==> src/rtl/sync_fifo_param.sv <==
// Parametrised single-clock FIFO: any depth >= 2, occupancy count, almost-full/empty flags.
// Optional sticky ovf/udf error flags are compiled in with `define FIFO_ERR_FLAGS_EN.
module sync_fifo_param #(
  parameter int DATA_W    = 8,
  parameter int DEPTH     = 10,
  parameter int AFULL_TH  = 8,
  parameter int AEMPTY_TH = 2
) (
  input  logic                         clk,
  input  logic                         rst,
  input  logic                         wr,
  input  logic [DATA_W-1:0]            din,
  input  logic                         rd,
  output logic [DATA_W-1:0]            dout,
  output logic                         full,
  output logic                         empty,
  output logic                         afull,
  output logic                         aempty,
  output logic [$clog2(DEPTH+1)-1:0]   count
`ifdef FIFO_ERR_FLAGS_EN
  ,
  output logic                         ovf,
  output logic                         udf
`endif
);

  localparam int AW = $clog2(DEPTH);
  localparam int CW = $clog2(DEPTH + 1);

  logic [DATA_W-1:0] mem_q [DEPTH];
  logic [AW-1:0]     wrptr_q, wrptr_d;
  logic [AW-1:0]     rdptr_q, rdptr_d;
  logic [CW-1:0]     count_q, count_d;
  logic [DATA_W-1:0] dout_q;
  logic              rd_ok, wr_ok;

  // Explicit wrap so non-power-of-two depths never address past the last entry.
  function automatic logic [AW-1:0] ptr_inc(input logic [AW-1:0] p);
    return (p == AW'(DEPTH - 1)) ? '0 : p + AW'(1);
  endfunction

  always_comb begin
    rd_ok   = rd && !empty;
    wr_ok   = wr && (!full || rd_ok);
    wrptr_d = wr_ok ? ptr_inc(wrptr_q) : wrptr_q;
    rdptr_d = rd_ok ? ptr_inc(rdptr_q) : rdptr_q;
    count_d = count_q;
    if (wr_ok && !rd_ok) begin
      count_d = count_q + CW'(1);
    end else if (rd_ok && !wr_ok) begin
      count_d = count_q - CW'(1);
    end
  end

  // Storage has no reset so it can map onto block RAM.
  always_ff @(posedge clk) begin
    if (wr_ok && !rst) begin
      mem_q[wrptr_q] <= din;
    end
  end

  always_ff @(posedge clk or posedge rst) begin
    if (rst) begin
      wrptr_q <= '0;
      rdptr_q <= '0;
      count_q <= '0;
      dout_q  <= '0;
    end else begin
      wrptr_q <= wrptr_d;
      rdptr_q <= rdptr_d;
      count_q <= count_d;
      if (rd_ok) begin
        dout_q <= mem_q[rdptr_q];
      end
    end
  end

`ifdef FIFO_ERR_FLAGS_EN
  logic ovf_q, udf_q;

  always_ff @(posedge clk or posedge rst) begin
    if (rst) begin
      ovf_q <= 1'b0;
      udf_q <= 1'b0;
    end else begin
      if (wr && full && !rd_ok) ovf_q <= 1'b1;
      if (rd && empty)          udf_q <= 1'b1;
    end
  end

  assign ovf = ovf_q;
  assign udf = udf_q;
`endif

  // All status flags derive from the one count register, so they cannot disagree.
  assign count  = count_q;
  assign dout   = dout_q;
  assign empty  = (count_q == '0);
  assign full   = (count_q == CW'(DEPTH));
  assign afull  = (count_q >= CW'(AFULL_TH));
  assign aempty = (count_q <= CW'(AEMPTY_TH));

endmodule

==> config.mk <==
export PLATFORM = sky130hd
export DESIGN_NAME = sync_fifo_param
export DESIGN_NICKNAME = d
export VERILOG_FILES = /design/src/rtl/sync_fifo_param.sv
export SDC_FILE = /design/constraint.sdc
export NUM_CORES = 1
export LEC_CHECK = 0
export ABC_CLOCK_PERIOD_IN_PS = 3100
export CELL_PAD_IN_SITES_DETAIL_PLACEMENT = 1
export CELL_PAD_IN_SITES_GLOBAL_PLACEMENT = 1
export CORE_ASPECT_RATIO = 0.7
export CORE_MARGIN = 2
export CORE_UTILIZATION = 50
export DETAILED_ROUTE_END_ITERATION = 8
export GPL_ROUTABILITY_DRIVEN = 0
export GPL_TIMING_DRIVEN = 0
export PLACE_DENSITY_LB_ADDON = 0.1
export SYNTH_ARGS = -nofsm -noshare
export SYNTH_HDL_FRONTEND = slang
export SYNTH_SLANG_ARGS = --single-unit
==> constraint.sdc <==
create_clock -name clk -period 3.1 [get_ports clk]
set_input_delay 0.93 -clock clk [delete_from_list [all_inputs] [get_ports clk]]
set_output_delay 0.93 -clock clk [all_outputs]
set_load 0.05 [all_outputs]
==> impl_summary.md, run 1 <==
Run status
The flow ran to the end, and the final reports show no timing, DRC or antenna violations.

Critical path
The largest delay contributor family on the critical path is buffers and inverters. The category of the worst setup path launch point is a register. Among all stages on the critical path, the largest delay is contributed by sky130_fd_sc_hd__clkdlybuf4s50_1. In this design, the stage delay of the slowest critical-path cell is just over 0.8 ns. The worst endpoint data arrival time is approximately 2.1 ns. The critical path required time is 2.17 ns. Walking the worst path, the cells encountered are nand4bb_1 > inv_1 > clkdlybuf4s50_1.

The element type at the critical path end is a primary output. The critical path is of the register to primary output type. The slack of the worst reg-to-reg path is slightly above 0.3 ns.

In this run the worst path has a maximum fanout of 8. Counting both buffers and inverters, the worst setup path holds a total of 2.

Cells and area
Summing all multi-input logic gate instances after layout gives between 0.001 and 0.0015 mm^2. The synthesis-to-layout area growth is 21.6%. The fraction of final layout cells sized beyond drive strength 1 is 0.214. The filler cells instantiated in the layout total 702.

0 antenna diodes ended up in the layout. The register area is about 0.0029 mm^2. At the end of the flow, the number of nets in the layout was 310. With fillers left out, the area of the finished cells amounts to 0.00504 mm^2.

Clock tree
Hold repair after CTS inserted 0 buffers. Counting the buffers created by CTS gives 9. The number of clock sinks is 100. The H-tree level count is 3. The tree is rooted in a sky130_fd_sc_hd__clkbuf_16.

The clock transition time at the flip-flop clock pins of the worst setup and hold paths is roughly 0.07 ns. The later pin in the worst-skew pair is clocked with a latency of between 0.3 and 0.4 ns. The TritonCTS clock tree is yes.

The maximum clock path buffer count is 2.

Place
The post-place instance area is ~0.0046 mm^2. Before CTS, the worst setup slack after placement is -0.856 ns. The number of port buffers is 27.

The final HPWL from detailed placement is 5.80 mm.

STA
The total negative setup slack is 0 ns. Across all setup checks in the final design, the least slack found is 0.102 ns. Headroom to the max-slew limit came out at 0.421. Timing would allow up to around 330 MHz.

At the pin with the least slew margin, the transition time is around 0.87 ns. The clock arrives with about 0.0065 ns of skew. The final critical delay including setup and external delays is about 3 ns.

In the finished design, the share of the clock period the worst path needs comes to 0.967. The final count of hold timing violations came to 0. Setup repair after global routing left no endpoint under its margin. The number of pins exceeding their max-slew limit in the final report is 0. The final setup violation count is 0.

Power
The maximum ir drop on the vdd rail is ~0.56 mV. The power after layout is ~5.0 mW. The power density normalized to cell area is around 990 mW/mm^2. The leakage power figure is 1.80 nW.

Floorplanning
The row count is 27. The floorplan step set the die height to approximately 80 um. For this configuration, the core starts out at a cell density of 0.520. The total die area is just over 0.009 mm^2. The count of pins on the block boundary is 28.

After floorplanning, the core was sized to cover around 0.008 mm^2. The die outline width is about 110 um.

Yosys
Counting flops and latches in the post-synthesis netlist gives 100. Of the post-synthesis cell area, the dominant cell type holds 0.579. The number of warnings issued by yosys is 0. In this run the cell area of the synthesized design comes to between 0.004 and 0.005 mm^2.

Of all cell types, the one taking the most synthesized area is sky130_fd_sc_hd__edfxtp_1. The synthesized design contains 80 enable-type register cells. The proportion of register bits with asynchronous set or reset after synthesis is 0.200. The most used flip-flop cell after synthesis is sky130_fd_sc_hd__edfxtp_1.

The synthesized net count is ~260. After synthesis, the cell types taking the most area are sky130_fd_sc_hd__edfxtp_1 (58%), sky130_fd_sc_hd__dfrtp_1 (12%), sky130_fd_sc_hd__mux4_1 (5.7%), sky130_fd_sc_hd__mux4_2 (3.8%), sky130_fd_sc_hd__mux2_2 (2.4%). The number of distinct library cell variants in the gate-level netlist after synthesis is 42.

Averaged over all synthesized cells, the footprint is about 17 um^2. The share of the Yosys chip area taken by registers is 0.700. The synthesized instance count is ~250.

Detailed routing
The number of nets still failing antenna checks after routing is 0. After detailed routing, the number of vias per cell comes to ~5.7. For this run, the detailed router's first-pass iteration total came to 4. The routed design has just under 9 mm of wire. The number of DRC violations after detailed-routing iteration 0 is ~140. The wire length per cell is around 22 um. The count of unresolved DRC violations after routing is 0. The count of vias placed by the detailed router is 2299.

Worst hold path
The worst hold path class is register to register.

Job
The reported max-cap violation count is 0.

Global routing
The first global-routing pass estimated around 14 mm of wire. The via count of the first global-routing pass came to approximately 2.4k. Entering global routing, the biggest net connects 21 pins. The overall routing resource usage is 0.210. The number of antenna violations at the first check in global routing is 0. Summed over all layers, the global routing overflow is 0.
placed cells by master (no fill, tap or decap), types with 4 or more instances in the layout:
cell type and n:
sky130_fd_sc_hd__inv_1 5, sky130_fd_sc_hd__clkbuf_1 8, sky130_fd_sc_hd__clkbuf_16 9, sky130_fd_sc_hd__nor3_2 4, sky130_fd_sc_hd__nand2_1 22, sky130_fd_sc_hd__nor3_1 5
sky130_fd_sc_hd__mux2_2 9, sky130_fd_sc_hd__a21oi_1 9, sky130_fd_sc_hd__clkdlybuf4s50_1 26, sky130_fd_sc_hd__o21ai_1 7, sky130_fd_sc_hd__nor4_2 5, sky130_fd_sc_hd__buf_4 11
sky130_fd_sc_hd__dfrtp_1 20, sky130_fd_sc_hd__xnor2_1 5, sky130_fd_sc_hd__mux4_2 7, sky130_fd_sc_hd__o21ai_0 5, sky130_fd_sc_hd__edfxtp_1 80, sky130_fd_sc_hd__mux4_1 9
sky130_fd_sc_hd__mux2i_1 9
tightest hold or removal path, cell delays in order (launching register included):
cell and delay (ns):
sky130_fd_sc_hd__dfrtp_1 0.34, sky130_fd_sc_hd__nand2_1 0.05, sky130_fd_sc_hd__nand2_1 0.05
layer usage:
| layer | up-vias | global-route usage | wire (um) |
|---|---|---|---|
| met2 | 26 | 0.346 | 4240 |
| met3 | 10 | 0.0483 | 195 |
| met5 | - | 0 | 0 |
| met4 | 0 | 0.0659 | 118 |
| met1 | 1203 | 0.283 | 4100 |
| li1 | 1060 | - | - |
final timing paths:
kind / cells after the start / end / from
setup / recovery: 3 / full / count[0]$_DFFE_PP0P_
hold / removal: 2 / dout[5]$_DFFE_PP0N_ / dout[5]$_DFFE_PP0N_
setup reg to reg: 9 / count[3]$_DFFE_PP0P_ / count[0]$_DFFE_PP0P_
hold reg to reg: 2 / dout[5]$_DFFE_PP0N_ / dout[5]$_DFFE_PP0N_
max in group asynchronous: 2 / rdptr_q[2]$_DFFE_PP0N_ / rst
min in group asynchronous: 2 / dout[0]$_DFFE_PP0N_ / rst
area by class of cell:
| cell class | instances | share of cell area |
|---|---|---|
| multi-input cells | 126 | 0.242 |
| flip-flops and latches | 100 | 0.576 |
| plain buffers | 12 | 0.0146 |
| clock inverters | 7 | 0.0226 |
| inverters | 8 | 0.00695 |
| clock buffers | 9 | 0.0447 |
| well taps | 101 | 0.0251 |
| repair buffers | 37 | 0.0690 |
what timing repair did:
action | CTS | global route
setup buffers | 1 | 4
pin swaps | 1 | 0
setup endpoints to repair | 43 | 1
resized for setup | 10 | 4
sequential cells by signal, indices dropped and copies added, names as in the netlist:
name and flops:
mem_q 80, wrptr_q 4, dout 8, count 4, rdptr_q 4
cell families (layout without fill, tap and decap cells):
kind of cell	count (synthesis)	after routing	synth area share
AOI/OAI and AO/OA	34	34	0.0510
xor gates and xnor gates	5	5	0.0106
adders and majority gates	4	4	0.0139
buffers and inverters	20	73	0.0244
DFF	100	100	0.700
muxes	34	34	0.141
and+or+nand+nor	49	49	0.0591
cells in the mapped netlist, types with 2 or more instances:
cell type	number
sky130_fd_sc_hd__a21o_1	3
sky130_fd_sc_hd__a21oi_1	10
sky130_fd_sc_hd__buf_2	2
sky130_fd_sc_hd__clkbuf_1	8
sky130_fd_sc_hd__dfrtp_1	20
sky130_fd_sc_hd__edfxtp_1	80
sky130_fd_sc_hd__ha_1	3
sky130_fd_sc_hd__inv_1	6
sky130_fd_sc_hd__mux2_2	9
sky130_fd_sc_hd__mux2i_1	9
sky130_fd_sc_hd__mux4_1	9
sky130_fd_sc_hd__mux4_2	7
sky130_fd_sc_hd__nand2_1	22
sky130_fd_sc_hd__nand2b_1	2
sky130_fd_sc_hd__nor2_1	2
sky130_fd_sc_hd__nor2b_1	2
sky130_fd_sc_hd__nor3_1	9
sky130_fd_sc_hd__nor4_1	5
sky130_fd_sc_hd__o21ai_0	5
sky130_fd_sc_hd__o21ai_1	7
sky130_fd_sc_hd__xnor2_1	5
per-stage QoR:
stage,util,std cells,hold WS [ns]
3_3_place_gp,0.571,374,0.450
5_1_grt,0.633,400,0.505
4_1_cts,0.627,396,0.472
2_1_floorplan,-,246,0.498
3_5_place_dp,0.579,379,0.457
6_report,0.633,400,0.467
power breakdown:
group | leakage, nW | total, mW | switching, mW | internal, mW
registers | 0.962 | 1.81 | 0.155 | 1.65
logic | 0.672 | 1.91 | 1.12 | 0.786
clock network | 0.161 | 1.26 | 0.472 | 0.786
total | 1.80 | 4.97 | 1.75 | 3.22
Power figures use the tool's default switching activity.
==> inputs of run 2 (changes only) <==
--- a/config.mk
+++ b/config.mk
@@ -5,12 +5,12 @@
 export SDC_FILE = /design/constraint.sdc
 export NUM_CORES = 1
 export LEC_CHECK = 0
-export ABC_CLOCK_PERIOD_IN_PS = 3100
+export ABC_CLOCK_PERIOD_IN_PS = 3860
 export CELL_PAD_IN_SITES_DETAIL_PLACEMENT = 1
 export CELL_PAD_IN_SITES_GLOBAL_PLACEMENT = 1
 export CORE_ASPECT_RATIO = 0.7
 export CORE_MARGIN = 2
-export CORE_UTILIZATION = 50
+export CORE_UTILIZATION = 54
 export DETAILED_ROUTE_END_ITERATION = 8
 export GPL_ROUTABILITY_DRIVEN = 0
 export GPL_TIMING_DRIVEN = 0
==> constraint.sdc (replaced) <==
create_clock -name clk -period 3.86 [get_ports clk]
set_input_delay 1.158 -clock clk [delete_from_list [all_inputs] [get_ports clk]]
set_output_delay 1.158 -clock clk [all_outputs]
set_load 0.05 [all_outputs]
==> impl_summary.md, run 2 (synthesis results as in run 1) <==
Run status
The run finished with clean final reports.

Cells and area
The register with the most flip-flops in the layout has 80 of them. Relative to the synthesized area, the layout overhead comes to 16.7%. In the final design database the tool counted between 300 and 400 nets. Of the cells placed in the final design, the portion with a size suffix greater than 1 is 0.185.

Leaving out fill and tap cells, the most frequent cell in the layout is sky130_fd_sc_hd__edfxtp_1. The count of antenna diodes in the layout is 0. Counting flops per register, the top entry is mem_q.

The final-layout fill cell count is a little under 700. The library cells used most frequently in the layout, excluding fill and tap cells, are sky130_fd_sc_hd__edfxtp_1 (80), sky130_fd_sc_hd__clkdlybuf4s50_1 (27), sky130_fd_sc_hd__nand2_1 (22). With fillers left out, the area of the finished cells amounts to around 0.0048 mm^2.

Clock tree
The TritonCTS clock tree is yes. At the later pin of the worst-skew pair, clock insertion delay measures 0.36 ns. CTS placed an instance of sky130_fd_sc_hd__clkbuf_8 at the clock tree root. The H-tree level count is 3.

The number of clock sinks is 100. In this run, CTS created clock tree buffers numbering 9. After clock tree synthesis, the clock-pin slew on the worst setup and hold paths is approximately 0.08 ns.

The longest clock path from root to sink contains 2 buffers.

Power
The power after layout is 3.57 mW. The maximum ir drop on the vdd rail is 0.555 mV. The power density normalized to cell area is ~740 mW/mm^2.

For this design the static power due to leakage is roughly 1.7 nW.

Critical path
Setup slack on the worst reg-to-reg path comes out at roughly 0.76 ns. The end of the worst register-to-register path is count[3]$_DFFE_PP0P_. The element type at the critical path end is a register. The critical path in this run is classified as input pin to register. The worst endpoint data arrival time is 3.96 ns. The reg-to-reg critical path startpoint is count[1]$_DFFE_PP0P_. The critical path required time is ~4.1 ns.

The category of the worst setup path launch point is an input pin. The maximum fanout encountered on the critical timing path is 10. The critical path ends at count[3]$_DFFE_PP0P_. Counting cells, the worst reg-to-reg path comes to 9. The critical path starts at rd.

STA
The routed design could run at a clock period as short as between 3 and 4 ns. The final count of hold timing violations is 0. The post-route worst setup slack is between 0.1 and 0.15 ns. Clock skew on the completed layout was measured at 0.0145 ns. The final setup violation count is 0. The fraction of the cycle the final worst path needs is 0.967. Measured against its own limit, the worst slew margin works out to 0.349. The number of pins exceeding their max-slew limit in the final report was 0. Based on the critical path, the design can be clocked at up to 268 MHz. At the pin with the least slew margin, the transition time is between 0.9 and 1 ns.

Detailed routing
The via density per instance is around 5.8. The detail route stage leaves a number of antenna-violating nets equal to 0. After detailed routing, the number of remaining DRC violations is 0. Before antenna repair, the detailed router went through 4 iterations. After the first detailed-routing iteration, the DRC count stood at around 120. The final wirelength is slightly above 8 mm. The routed layout has 2291 vias. After detailed routing, the average wire length per cell comes to between 20 and 25 um.

Global routing
The overall routing resource usage is 0.217. Entering global routing, the biggest net connects 21 pins. The first global-routing pass estimated ~13 mm of wire. The total congestion overflow after global routing is 0. The number of antenna violations at the first check in global routing is 0. The via count of the first global-routing pass is between 2k and 2.5k.

Place
Summing all placed instances gives a cell area of roughly 0.0046 mm^2. The final HPWL from detailed placement is 5.78 mm. The number of port buffers is 27.

The worst slack at placement is -0.344 ns.

Floorplanning
For this configuration, the core starts out at a cell density of 0.562. The die outline width is 109 um. The floorplan step set the die height to 77.3 um. The core region is ~0.0074 mm^2. The total die area is between 0.008 and 0.009 mm^2.

The count of pins on the block boundary is 28. The floorplan has 26 rows.

Worst hold path
The startpoint of the lowest-slack hold path is dout[1]$_DFFE_PP0N_. The min-delay analysis places its worst path in the category register to register.

Job
The reported max-cap violation count is 0.
-- run 2: changes by cell type in the layout (fill, tap and decap cells not counted), moves of 3 or more --
cell,previous run,this run
sky130_fd_sc_hd__clkbuf_16,9,1
sky130_fd_sc_hd__clkbuf_4,0,3
sky130_fd_sc_hd__clkbuf_8,0,10
sky130_fd_sc_hd__buf_4,11,5
sky130_fd_sc_hd__bufinv_16,3,0
-- run 2: where the power goes --
| part | leakage (nW) | switching (mW) | total [mW] | internal [mW] |
|---|---|---|---|---|
| Clock | 0.0981 | 0.346 | 0.639 | 0.294 |
| Combinational | 0.645 | 0.880 | 1.49 | 0.610 |
| Sequential | 0.962 | 0.115 | 1.44 | 1.32 |
| Total | 1.71 | 1.34 | 3.57 | 2.23 |
-- run 2: timing repair --
action | in CTS | in global routing
endpoints found under the hold margin | 0 | 0
setup endpoints to repair | 0 | 1
hold buffers | 0 | 0
gates resized for setup | 0 | 1
buffers inserted | 0 | 1
-- run 2: cell type report --
class	instances	area [um^2]	share of cell area
clock inverters	4	30.0	0.00620
flip-flops and latches	100	2900	0.599
plain buffers	12	71.3	0.0147
clock buffers	12	166	0.0344
multi-input cells	126	1180	0.245
well taps	98	123	0.0253
inverters	8	33.8	0.00698
repair buffers	35	330	0.0682
-- run 2: worst min-delay path by stage --
stage | end | slack, ns | depth (start not counted)
final | dout[1]$_DFFE_PP0N_ | 0.47 | 2
after global routing | dout[3]$_DFFE_PP0N_ | 0.50 | 2
after CTS | dout[1]$_DFFE_PP0N_ | 0.47 | 2
after detailed placement | dout[3]$_DFFE_PP0N_ | 0.46 | 2
after global placement | dout[4]$_DFFE_PP0N_ | 0.45 | 2
after floorplan | wrptr_q[0]$_DFFE_PP0N_ | 0.50 | 1
-- run 2: critical path, cell delays in order --
cell                              delay, ns
sky130_fd_sc_hd__clkdlybuf4s50_1       0.52
sky130_fd_sc_hd__o41a_1                0.31
sky130_fd_sc_hd__clkinvlp_4            0.23
sky130_fd_sc_hd__buf_2                 0.25
sky130_fd_sc_hd__ha_1                  0.27
sky130_fd_sc_hd__inv_1                 0.18
sky130_fd_sc_hd__ha_1                  0.26
sky130_fd_sc_hd__a21o_1                0.21
sky130_fd_sc_hd__a2111oi_0             0.41
sky130_fd_sc_hd__o31ai_1               0.15
-- run 2: per-layer routing --
metal,wire length (um),vias to the layer above,global-route usage
met5,0,-,0
met3,296,13,0.0570
met1,3820,1179,0.309
li1,-,1060,-
met2,3970,39,0.334
met4,124,0,0.0603
-- run 2: through the flow --
step | TNS, ns | hold slack (ns) | instances | utilization
2_1_floorplan | 0 | 0.498 | 246 | -
3_3_place_gp | -0.353 | 0.449 | 371 | 0.615
3_5_place_dp | -0.356 | 0.459 | 375 | 0.623
4_1_cts | 0 | 0.475 | 391 | 0.650
5_1_grt | -0.00688 | 0.504 | 395 | 0.656
6_report | 0 | 0.471 | 395 | 0.656
==> inputs of run 3 (changes only) <==
--- a/config.mk
+++ b/config.mk
@@ -9,7 +9,7 @@
 export CELL_PAD_IN_SITES_DETAIL_PLACEMENT = 1
 export CELL_PAD_IN_SITES_GLOBAL_PLACEMENT = 1
 export CORE_ASPECT_RATIO = 0.7
-export CORE_MARGIN = 2
+export CORE_MARGIN = 1
 export CORE_UTILIZATION = 54
 export DETAILED_ROUTE_END_ITERATION = 8
 export GPL_ROUTABILITY_DRIVEN = 0
==> impl_summary.md, run 3 (synthesis results as in run 1) <==
Cells and area
The net count reported at finish is about 310. The fraction of final layout cells sized beyond drive strength 1 is 0.185. The number of antenna diodes in the final layout is 0. In the layout the commonest cells are sky130_fd_sc_hd__edfxtp_1 (80), sky130_fd_sc_hd__clkdlybuf4s50_1 (27), sky130_fd_sc_hd__nand2_1 (22). The final-layout fill cell count is between 600 and 700. The most frequent standard cell in the layout excluding fill and tap cells is sky130_fd_sc_hd__edfxtp_1. Ranked by flip-flop count, first place goes to mem_q. Relative to the synthesized area, the layout overhead comes to 16.7%. The post-route cell area is between 0.004 and 0.005 mm^2. Measured on the finished design, the core utilization comes to 0.658. The finished layout holds between 300 and 400 standard cells, fillers aside. The register with the most flip-flops in the layout has 80 of them.

Floorplanning
The overall die height is 75.3 um. The die covers roughly 0.0080 mm^2. For this configuration, the core starts out at a cell density of 0.564. The standard cell core area is around 0.0074 mm^2. The row count is 26. The count of pins on the block boundary is 28. The die outline width is roughly 110 um.

STA
The fmax is 274 MHz. Measured against its own limit, the worst slew margin works out to 0.371. Setup violations remaining at the end of the flow were counted as 0.

The transition time at the pin with the least slew margin is about 0.94 ns. The number of pins exceeding their max-slew limit in the final report is 0. Subtracting the final worst setup slack from the clock period gives around 3.6 ns. The final count of hold timing violations came to 0.

Setup repair after global routing left no endpoint under its margin. Hold timing on the final database bottoms out at a slack of between 0.4 and 0.5 ns. The setup clock skew after layout is ~0.007 ns.

In the finished design, the share of the clock period the worst path needs comes to 0.944.

Critical path
The kind of cell with the highest combined delay along the critical path is buffers and inverters. The critical path class is input pin to register. The element type at the critical path end is a register. STA puts the critical path data required time at 4.11 ns. The slowest stage cell on the critical path is sky130_fd_sc_hd__clkdlybuf4s50_1.

For this run, the slowest stage of the critical path takes between 0.5 and 0.6 ns. Together, buffers and inverters on the worst path number 4. Along the worst path, the maximum fanout reaches 10. The most prevalent standard cell on the critical path is sky130_fd_sc_hd__ha_1. Data on the critical path arrives at its endpoint at 3.89 ns. For flop-to-flop paths, the worst setup slack is between 0.7 and 0.8 ns.

The category of the worst setup path launch point is an input pin. Walking the worst path, the cells encountered are clkdlybuf4s50_1 > o41a_1 > clkinvlp_4 > buf_2 > ha_1 > inv_1 > ha_1 > a21o_1 > a2111oi_0 > o31ai_1.

Global routing
The number of antenna violations at the first check in global routing came to 0. The first global-routing pass estimated between 10 and 15 mm of wire. The met1 usage in global routing is 0.347. The met2 global-route usage is 0.439. The largest net degree at the start of global routing is 21. The via count of the first global-routing pass is between 2k and 2.5k. The overall routing resource usage is 0.260. The total overflow left after global routing is 0. The met3 track demand over resource in global routing is 0.0530. The routing layer with the top usage in global route is met2.

Power
The part of the power in combinational logic is 0.419. The worst-case IR drop observed on VDD is around 0.46 mV. The cell-internal power is roughly 2.2 mW. In this run the static leakage power is 1.70 nW. The power after layout is 3.61 mW.

The clock network power share is 0.181. Summed over all nets, the switching power comes to around 1.4 mW. The power density normalized to cell area is approximately 750 mW/mm^2. The fraction of power consumed by sequential logic is 0.400.

Of the total power, the share spent switching nets is 0.381.

Clock tree
The clock passes through at most 2 buffers. Clock-pin slew was measured on the worst setup and hold paths at roughly 0.090 ns. The TritonCTS clock tree is yes. The cell at the root of the clock tree is sky130_fd_sc_hd__clkbuf_8. The number of buffers inserted during clock tree synthesis is 9. The clock drives 100 sinks. The H-tree was split into 3 levels. The clock reaches the later pin of the worst-skew pair after around 0.37 ns.

Place
The post-place instance area is 0.00461 mm^2. The cell count after placement is around 380. The wire-length estimate of the detail-placed layout is between 6 and 7 mm. The number of port buffers is 27.

Detailed routing
The detailed-routing iteration count for the pre-antenna-repair pass is 4. The routed layout has 2313 vias. After detailed routing, the number of vias per cell comes to about 5.9.

The count of nets left with antenna violations once routing finished came out at 0. In this run, the number of DRC markers left after iteration 0 of detailed routing was around 160. The count of unresolved DRC violations after routing is 0. The final wirelength is roughly 9.4 mm. The wire length per cell is approximately 24 um.

Run status
The run finished with clean final reports.

Job
Across the run, the number of max-cap violations was 0.

Worst hold path
The worst hold path class is register to register.
[run 3: worst reg2reg max path, stage by stage (launching register included)]
cell and delay, ns:
sky130_fd_sc_hd__dfrtp_1 0.49, sky130_fd_sc_hd__o41a_1 0.54, sky130_fd_sc_hd__clkinvlp_4 0.17, sky130_fd_sc_hd__buf_2 0.29, sky130_fd_sc_hd__ha_1 0.28, sky130_fd_sc_hd__inv_1 0.13
sky130_fd_sc_hd__ha_1 0.29, sky130_fd_sc_hd__a21o_1 0.20, sky130_fd_sc_hd__a2111oi_0 0.44, sky130_fd_sc_hd__o31ai_1 0.13
[run 3: area by class of cell]
| cell class | count | area, um^2 | area share |
|---|---|---|---|
| Sequential cell | 100 | 2900 | 0.600 |
| Multi-Input combinational cell | 126 | 1190 | 0.247 |
| Clock inverter | 4 | 50.0 | 0.0103 |
| Clock buffer | 12 | 135 | 0.0279 |
| Tap cell | 98 | 123 | 0.0253 |
| Inverter | 8 | 33.8 | 0.00698 |
| Timing Repair Buffer | 35 | 330 | 0.0682 |
| Buffer | 12 | 71.3 | 0.0147 |
[run 3: per-stage QoR]
stage / TNS (ns) / setup slack, ns
3_5_place_dp: -0.847 / -0.324
5_1_grt: 0 / 0.0339
4_1_cts: 0 / 0.0886
2_1_floorplan: 0 / 0.458
6_report: 0 / 0.215
3_3_place_gp: -5.17 / -0.277
[run 3: path summary, 6_finish.rpt]
check / from / cells past startpoint / end
setup / recovery: rd / 10 / count[3]$_DFFE_PP0P_
hold / removal: dout[6]$_DFFE_PP0N_ / 2 / dout[6]$_DFFE_PP0N_
setup reg to reg: count[1]$_DFFE_PP0P_ / 9 / count[3]$_DFFE_PP0P_
hold reg to reg: dout[6]$_DFFE_PP0N_ / 2 / dout[6]$_DFFE_PP0N_
max in group asynchronous: rst / 2 / dout[6]$_DFFE_PP0N_
min in group asynchronous: rst / 2 / wrptr_q[0]$_DFFE_PP0N_
[run 3: power by group through the flow]
stage          Clock, mW  Sequential [mW]  Combinational (mW)
3_3_place_gp           0             1.46                1.41
4_1_cts            0.660             1.45                1.51
3_5_place_dp           0             1.47                1.50
6_report           0.653             1.45                1.51
5_1_grt            0.692             1.47                1.62
2_1_floorplan          0             1.66               0.834
[run 3: what timing repair did]
action                     CTS  global route
hold buffers                 0             0
setup endpoints to repair    0             1
hold endpoints to repair     0             0
setup buffers                0             2
gates resized for setup      0             1
[run 3: routing by layer]
layer	wire, um	share of wire
met5	0	0
met4	136	0.015
met2	4710	0.50
met1	3930	0.42
met3	580	0.062
